==> config.mk <==
export PLATFORM = sky130hd
export DESIGN_NAME = pc_fetch_sequencer_flat
export DESIGN_NICKNAME = d
export VERILOG_FILES = /design/src/rtl/pc_fetch_sequencer_if.sv /design/src/rtl/pc_fetch_sequencer.sv /design/src/flat_wrapper.sv
export SDC_FILE = /design/constraint.sdc
export NUM_CORES = 1
export LEC_CHECK = 0
export BUFFER_PORTS_ARGS = -buffer_cell sky130_fd_sc_hd__buf_2
export CAP_MARGIN = 5
export CORE_UTILIZATION = 45
export DETAILED_ROUTE_END_ITERATION = 10
export PLACE_DENSITY = 0.69
export SYNTH_ARGS = -nofsm -noshare
export SYNTH_HDL_FRONTEND = slang
export SYNTH_SLANG_ARGS = --single-unit
export TNS_END_PERCENT = 20
==> constraint.sdc <==
create_clock -name clk -period 5.43 [get_ports clk]
set_input_delay 0.2715 -clock clk [delete_from_list [all_inputs] [get_ports clk]]
set_output_delay 0.2715 -clock clk [all_outputs]
set_load 0.02 [all_outputs]
==> src/rtl/pc_fetch_sequencer_if.sv <==
// Instruction-memory fetch bus: one outstanding request, held until acknowledged.
interface pc_fetch_sequencer_if;
  logic        req;
  logic [63:0] addr;
  logic        ack;
  logic [31:0] rdata;

  modport master (output req, output addr, input ack, input rdata);
  modport slave  (input req, input addr, output ack, output rdata);
endinterface

==> src/rtl/pc_fetch_sequencer.sv <==
// Program counter owner and instruction-fetch sequencer feeding a single-entry IF slot.
// Handles redirects (with in-flight request discard), stall back-pressure and misaligned-target halt.
module pc_fetch_sequencer #(
  parameter logic [63:0] RESET_PC = 64'h0,
  parameter int unsigned PC_STEP  = 4
) (
  input  logic                         clk,
  input  logic                         reset,
  input  logic                         stall_i,
  input  logic                         redirect_valid,
  input  logic [63:0]                  redirect_pc,
  pc_fetch_sequencer_if.master         imem,
  output logic                         if_valid,
  output logic [63:0]                  if_pc,
  output logic [31:0]                  if_instr,
  output logic                         fetch_fault
);

  typedef enum logic [2:0] {
    StIdle,
    StFetch,
    StHold,
    StDiscard,
    StHalt
  } state_e;

  state_e      state_q, state_d;
  logic [63:0] pc_q, pc_d;
  logic [63:0] pend_q, pend_d;
  logic        if_valid_q, if_valid_d;
  logic [63:0] if_pc_q, if_pc_d;
  logic [31:0] if_instr_q, if_instr_d;
  logic        fault_q, fault_d;
  logic        slot_free;

  assign slot_free = ~if_valid_q | ~stall_i;

  // The address is always the PC; during DISCARD the PC is left at the abandoned address.
  assign imem.req  = (state_q == StFetch) || (state_q == StDiscard);
  assign imem.addr = pc_q;

  always_comb begin
    state_d    = state_q;
    pc_d       = pc_q;
    pend_d     = pend_q;
    if_valid_d = if_valid_q & stall_i;
    if_pc_d    = if_pc_q;
    if_instr_d = if_instr_q;
    fault_d    = fault_q;

    unique case (state_q)
      StIdle: state_d = StFetch;
      StFetch: begin
        if (imem.ack) begin
          if (slot_free) begin
            if_valid_d = 1'b1;
            if_pc_d    = pc_q;
            if_instr_d = imem.rdata;
            pc_d       = pc_q + 64'(PC_STEP);
            // Slot will be full while stalled: don't start the next request yet.
            if (stall_i) state_d = StHold;
          end else begin
            // Data refused; the same address is re-requested once the slot drains.
            state_d = StHold;
          end
        end
      end
      StHold: begin
        if (!stall_i) state_d = StFetch;
      end
      StDiscard: begin
        if (imem.ack) begin
          pc_d    = pend_q;
          state_d = StFetch;
        end
      end
      StHalt: if_valid_d = 1'b0;
      default: state_d = StIdle;
    endcase

    if (redirect_valid && (state_q != StHalt)) begin
      if_valid_d = 1'b0;
      if_pc_d    = if_pc_q;
      if_instr_d = if_instr_q;
      if (redirect_pc[1:0] != 2'b00) begin
        fault_d = 1'b1;
        state_d = StHalt;
      end else if (((state_q == StFetch) || (state_q == StDiscard)) && !imem.ack) begin
        // Request still outstanding: keep the address stable, retarget after the ack.
        pend_d  = redirect_pc;
        state_d = StDiscard;
      end else begin
        pc_d    = redirect_pc;
        state_d = StFetch;
      end
    end
  end

  always_ff @(posedge clk or negedge reset) begin
    if (!reset) begin
      state_q    <= StIdle;
      pc_q       <= RESET_PC;
      pend_q     <= 64'h0;
      if_valid_q <= 1'b0;
      if_pc_q    <= 64'h0;
      if_instr_q <= 32'h0;
      fault_q    <= 1'b0;
    end else begin
      state_q    <= state_d;
      pc_q       <= pc_d;
      pend_q     <= pend_d;
      if_valid_q <= if_valid_d;
      if_pc_q    <= if_pc_d;
      if_instr_q <= if_instr_d;
      fault_q    <= fault_d;
    end
  end

  assign if_valid    = if_valid_q;
  assign if_pc       = if_pc_q;
  assign if_instr    = if_instr_q;
  assign fetch_fault = fault_q;

endmodule

==> src/flat_wrapper.sv <==
// flat-port wrapper written by rule: the top's interface ports become plain ports
module pc_fetch_sequencer_flat 
#(
  parameter logic [63:0] RESET_PC = 64'h0,
  parameter int unsigned PC_STEP  = 4
)
  (clk, reset, stall_i, redirect_valid, redirect_pc, if_valid, if_pc, if_instr, fetch_fault, imem_req, imem_addr, imem_ack, imem_rdata);
  pc_fetch_sequencer_if imem_i ();
  input  logic clk;
  input  logic reset;
  input  logic stall_i;
  input  logic redirect_valid;
  input  logic [63:0] redirect_pc;
  output logic if_valid;
  output logic [63:0] if_pc;
  output logic [31:0] if_instr;
  output logic fetch_fault;
  output wire logic [$bits(imem_i.req)-1:0] imem_req;
  output wire logic [$bits(imem_i.addr)-1:0] imem_addr;
  input wire logic [$bits(imem_i.ack)-1:0] imem_ack;
  input wire logic [$bits(imem_i.rdata)-1:0] imem_rdata;
  assign imem_req = imem_i.req;
  assign imem_addr = imem_i.addr;
  assign imem_i.ack = imem_ack;
  assign imem_i.rdata = imem_rdata;
  pc_fetch_sequencer #(.RESET_PC(RESET_PC), .PC_STEP(PC_STEP)) u_core (.clk(clk), .reset(reset), .stall_i(stall_i), .redirect_valid(redirect_valid), .redirect_pc(redirect_pc), .imem(imem_i), .if_valid(if_valid), .if_pc(if_pc), .if_instr(if_instr), .fetch_fault(fetch_fault));
endmodule
### Word-level counts from Yosys, hierarchy flattened

Index checks and enable logic that the tools add are counted.

| word-level totals | value |
|---|---|
| input port bits | 101 |
| memories kept | 0 |
| bits in writable memories | 0 |
| latch bits | 0 |
| ROM bits | 0 |
| word-level logic and storage cells | 54 |
| flip-flop bits (word level) | 229 |

| cells by class | value |
|---|---|
| mux-type cells | 20 |
| reduce and logical (&&, ||, !) cells | 10 |
| equal/unequal tests | 10 |
| $add $sub $neg | 1 |
| bitwise logic cells | 6 |
| magnitude comparators | 0 |
| shifts and indexed selects | 0 |
| div/mod/pow operators | 0 |
| multiply operators | 0 |

Operator list:

| cell | count |
|---|---|
| 2-to-1 mux 64 bit | 6 |
| one-hot mux 64 bit (2 select lines) | 1 |
| adder 64 x 3 -> 64 bit, second input constant | 1 |
| 2-to-1 mux 3 bit | 7 |
| one-hot mux 3 bit (5 select lines) | 1 |
| != test 3 x 2 -> 1 bit, second input constant | 3 |
| equality test 3 x 2 -> 1 bit, second input constant | 2 |
| AND reduction 5 bit | 1 |
| != test 4 bit, second input constant | 1 |
| NOT 1 bit | 4 |
| AND reduction 4 bit | 1 |
| equality test 3 x 1 -> 1 bit, second input constant | 1 |
| equality test 3 bit, second input constant | 1 |
| logical NOT 3 bit | 1 |
| 2-to-1 mux 1 bit | 3 |
| != test 3 bit, second input constant | 1 |
| AND reduction 3 bit | 1 |
| logical AND 1 bit | 2 |
| 2-to-1 mux 2 bit | 1 |
| != test 2 x 1 -> 1 bit, second input constant | 1 |
| one-hot mux 1 bit (2 select lines) | 1 |
| AND reduction 2 bit | 1 |
| nonzero test 2 bit | 1 |
| bitwise AND 1 bit | 1 |
| 3 further kinds | 3 |

### Longest topological paths before layout

| logic depth | value |
|---|---|
| word-level depth | 8 |
| depth in mapped cells | 10 |

### Worst setup path after synthesis

OpenSTA, ideal clock, no wires.

| timing | value |
|---|---|
| path type | reg2reg |
| start point | register u_core.pc_q[5] (netlist: u_core.imem.addr[5]) |
| end point | register u_core.pc_q[63] (netlist: u_core.imem.addr[63]) |
| clock period less this slack | 2.670 ns |
| arrival time | 2.600 ns |
| required time | 5.361 ns |
| cell stages (with the launch flop) | 9 |
| path buffers | 2 |
| setup slack | 2.760 ns |
| path through | dfrtp_1 buf_4 nand3_2 or4_1 or3_1 buf_2 or3_1 or4_1 nand3_1 |

| on the way | value |
|---|---|
| longest elaborated chain between the ends | 7 |

RTL lines:

| item | RTL line | source |
|---|---|---|
| start, declared | pc_fetch_sequencer.sv:28 | `logic [63:0] pc_q, pc_d;` |
| start signal, assigned | pc_fetch_sequencer.sv:110 | `pc_q <= pc_d;` |
| adder 64 x 3 -> 64 bit (*) | pc_fetch_sequencer.sv:59 | `pc_d = pc_q + 64'(PC_STEP);` |
| 2-to-1 mux 64 bit (*) | pc_fetch_sequencer.sv:55 | `if (slot_free) begin` |
| 2-to-1 mux 64 bit (*) | pc_fetch_sequencer.sv:54 | `if (imem.ack) begin` |
| one-hot mux 64 bit (2 select lines) (*) | pc_fetch_sequencer.sv:51 | `unique case (state_q)` |
| 2-to-1 mux 64 bit | pc_fetch_sequencer.sv:88 | `end else if (((state_q == StFetch) \|\| (state_q == StDiscard)) && !imem.ack) begin` |
| 2-to-1 mux 64 bit | pc_fetch_sequencer.sv:85 | `if (redirect_pc[1:0] != 2'b00) begin` |
| 2-to-1 mux 64 bit (*) | pc_fetch_sequencer.sv:81 | `if (redirect_valid && (state_q != StHalt)) begin` |
| named net u_core.pc_d[63] | pc_fetch_sequencer.sv:28 |  |

The timed path passes the listed nets; every way through them passes the cells marked *.
A chain may end at the register's enable or synchronous reset.

### Worst setup path after layout

| timing | value |
|---|---|
| start point | register u_core.state_q[1] |
| end point | register u_core.pc_q[47] (netlist: u_core.imem.addr[47]) |

| on the way | value |
|---|---|
| longest elaborated chain between the ends | 6 |
| elaborated cells on any way between the ends | 10 |

RTL lines:

| item | RTL line | source |
|---|---|---|
| start, declared | pc_fetch_sequencer.sv:27 | `state_e state_q, state_d;` |
| start signal, assigned | pc_fetch_sequencer.sv:101 | `state_q <= StIdle;` |
| start signal, assigned | pc_fetch_sequencer.sv:109 | `state_q <= state_d;` |
| parallel branches: the longest is 5 deep, another holds one-hot mux 64 bit (2 select lines) | - |  |
| 2-to-1 mux 64 bit (*) | pc_fetch_sequencer.sv:81 |  |
| named net u_core.pc_d[47] | pc_fetch_sequencer.sv:28 |  |

Mark *: on every way through the listed nets, which the timed path passes.

==> flow_metrics.tcl <==
set metrics [dict create \
    netlist_area_um2 10900 \
    hold_start "redirect_pc[37]" \
    grt_setup_unrepaired "no" \
    core_um2 23600 \
    critPathTopFamily "simple AND/OR/NAND/NOR gates" \
    max_freq_mhz 291 \
    globalplace.congestion 0.841 \
    drv_cap 0 \
    synth-edff-count 0 \
    initial_core_util_pct 46.2 \
    grt_max_degree 115 \
    ys_ff_latch 229 \
    cts.sinks 229 \
    numCtsBuffers 25 \
    avgSynthCellArea_um2 10.9 \
    pin_count 264 \
    grt_first_pass_wirelength_mm 50.1 \
    setup_slack_ns 1.99 \
    drc 0 \
    min_path_cells 2 \
    viasPerCell 5.73 \
    holdWs_ns 0.0196 \
    final.period_utilization_pct 63.3 \
    drive_gt1_share_pct 37.0 \
    worstSetupEndpointType "flop" \
    cts_tree "done" \
    pre_cts_ws_ns 2.06 \
    area_delta_synth_final_pct 29.3 \
    slew_headroom_pct 30.9 \
    r2r_start "u_core.state_q[1]" \
    worst_pin_slew_ns 1.03 \
    syn_inst 999 \
    numPortBuffers 263 \
    setup_viol 0 \
    setup_tns_ns 0 \
    wl_per_cell_um 19.7 \
    cpMaxStageDelayCell "nor2_4" \
    grt_overflow_total 0 \
    hp-class "primary input to flop" \
    ys_warn_count 0 \
    grt_pass1_vias 9266 \
    wl_mm 32.4 \
    peakVddDrop_mv 0.344 \
    critPathArrivalTime_ns 3.86 \
    row_count 56 \
    reg2reg_to "u_core.imem.addr[47]" \
    die-height_um 158 \
    place_hpwl_mm 20.9 \
    critPathBufInv 1 \
    ys_types 56 \
    startpoint_type "flop" \
    cts.reportedPaths.clkPinSlew_ns 0.06 \
    postCtsSetupRepairBufs 0 \
    synth_area_leaders "dfrtp_1 52%, mux2_2 16%, a221oi_1 3.3%" \
    finalClockSkew_ns 0.00989 \
    r2r_slack_ns 1.99 \
    hold_viol_final 0 \
    synth_seq_area_share_pct 52.5 \
    insertion_delay_ns 0.52 \
    htreeDepth 1 \
    nFillCells 1990 \
    slowest_delay_ns 1.02 \
    cp.required_ns 5.85 \
    async_flop_share_pct 100 \
    min_to "u_core.pend_q[37]" \
    die_w_um 158 \
    fin_nets 1413 \
    grt.total_usage_pct 25.7 \
    worstPathCellList "or3b_2 > nand3_1 > nor2_4 > buf_4 > a221oi_1 > o22ai_1" \
    antenna_found_initial 1 \
    dieArea_um2 24900 \
    cts_hold_buf 77 \
    synth_top_area_share_pct 52.5 \
    ant_nets 0 \
    drt_first_iter_violations 475 \
    final.min_clock_period_ns 3.44 \
    vias 9441 \
    yosysTopAreaCell "dfrtp_1" \
    drtPass1Iterations 5 \
    path_max_fanout 37 \
    cts_buffer_depth 3 \
    slew_violations 0 \
    cts-resized-gates 0 \
    synth_fp_nets 1101 \
    reg2reg_depth 6 \
    p_per_area_nw_per_um2 568 \
    path_class "flop to flop" \
    outcome "finished clean" \
    synth-main-ff-cell "dfrtp_1" \
    cts-root-buf "clkbuf_16" \
    power_leakage_nw 6.52 \
]
## report_power, final
group	leakage [nW]	total, W	internal (W)	switching, W
Clock	0.414	0.00170	0.00101	0.000692
Sequential	2.90	0.00328	0.00248	0.000800
Combinational	3.21	0.00304	0.00132	0.00171
## through the flow
step	std cells	power, W	cell area, um^2	utilization (%)
after floorplan	999	0.00510	10900	-
after global placement	1526	0.00616	12500	53.0
after detailed placement	1526	0.00627	12500	53.0
after CTS	1647	0.00804	14100	59.8
after global routing	1648	0.00846	14100	59.8
final	1648	0.00802	14100	59.8
## how the worst max path moves through the flow
stage                     slack (ns)                    to  cells past startpoint           startpoint
after floorplan                 2.76  u_core.imem.addr[63]                      8  u_core.imem.addr[5]
after global placement          2.09  u_core.imem.addr[60]                      8             imem_ack
after detailed placement        2.06  u_core.imem.addr[47]                      6    u_core.state_q[1]
after CTS                       2.04  u_core.imem.addr[47]                      6    u_core.state_q[1]
after global routing            1.79  u_core.imem.addr[47]                      6    u_core.state_q[1]
final                           1.99  u_core.imem.addr[47]                      6    u_core.state_q[1]
## cells in the mapped netlist, drive strengths merged (2+ instances only)
cell type	count
mux2	158
or2	3
xor2	15
o31a	7
and4	6
o21bai	3
or3	6
or3b	2
inv	9
and3	10
o221ai	8
clkbuf	62
nor2	83
nor2b	2
or4	5
nand2	81
nor3b	3
nand4	17
a31oi	9
o21a	8
nor4	19
o21ai	42
a221oi	41
o22ai	12
dfrtp	229
and2	8
a22oi	7
a21o	5
nand2b	2
a21oi	51
buf	6
o2111ai	2
nand3	24
mux2i	3
o2bb2ai	2
xnor2	14
nor3	22
## area by class of cell
| class | count | area (um^2) | share of cell area, % |
|---|---|---|---|
| Clock inverter | 7 | 63.8 | 0.452 |
| Antenna cell | 1 | 2.50 | 0.0177 |
| Tap cell | 319 | 399 | 2.83 |
| Clock buffer | 37 | 761 | 5.39 |
| Multi-Input combinational cell | 692 | 4930 | 34.9 |
| Timing Repair Buffer | 353 | 2190 | 15.5 |
| Sequential cell | 229 | 5730 | 40.6 |
| Inverter | 10 | 37.5 | 0.266 |
## placed cells by master (no fill, tap or decap), types with 12 or more instances in the layout
master | synthesis | layout
o21ai_0 | 41 | 40
clkbuf_16 | 0 | 25
nand3_1 | 23 | 23
nor2_1 | 83 | 81
dlygate4sd3_1 | 0 | 77
nor4_1 | 17 | 17
a221oi_1 | 41 | 41
xnor2_1 | 14 | 14
buf_2 | 4 | 262
nor3_1 | 22 | 20
buf_4 | 2 | 13
xor2_1 | 15 | 15
dfrtp_1 | 229 | 229
nand2_1 | 81 | 80
o22ai_1 | 12 | 12
mux2_2 | 158 | 158
nand4_1 | 17 | 17
a21oi_1 | 51 | 51
## metal layers
layer	vias to the layer above	routed length [um]	track usage (%)
li1	4312	-	-
met1	4735	13800	34.0
met2	340	15900	43.6
met3	54	1980	4.13
met4	0	796	7.30
met5	-	0	0
## registers in the layout, indices dropped and copies added, names as in the netlist
register and count:
u_core.fetch_fault 1, u_core.if_instr 32, u_core.if_pc 64, u_core.if_valid 1
u_core.imem.addr 64, u_core.pend_q 64, u_core.state_q 3
## kinds of logic after synthesis
family / share of synthesized area (%)
compound gates: 12.7
buf+inv: 2.80
flops: 52.5
mux: 16.6
simple gates: 13.0
xor+xnor: 2.33
fa+ha+maj: 0.115
No activity file was read; power rests on OpenSTA's default activity.
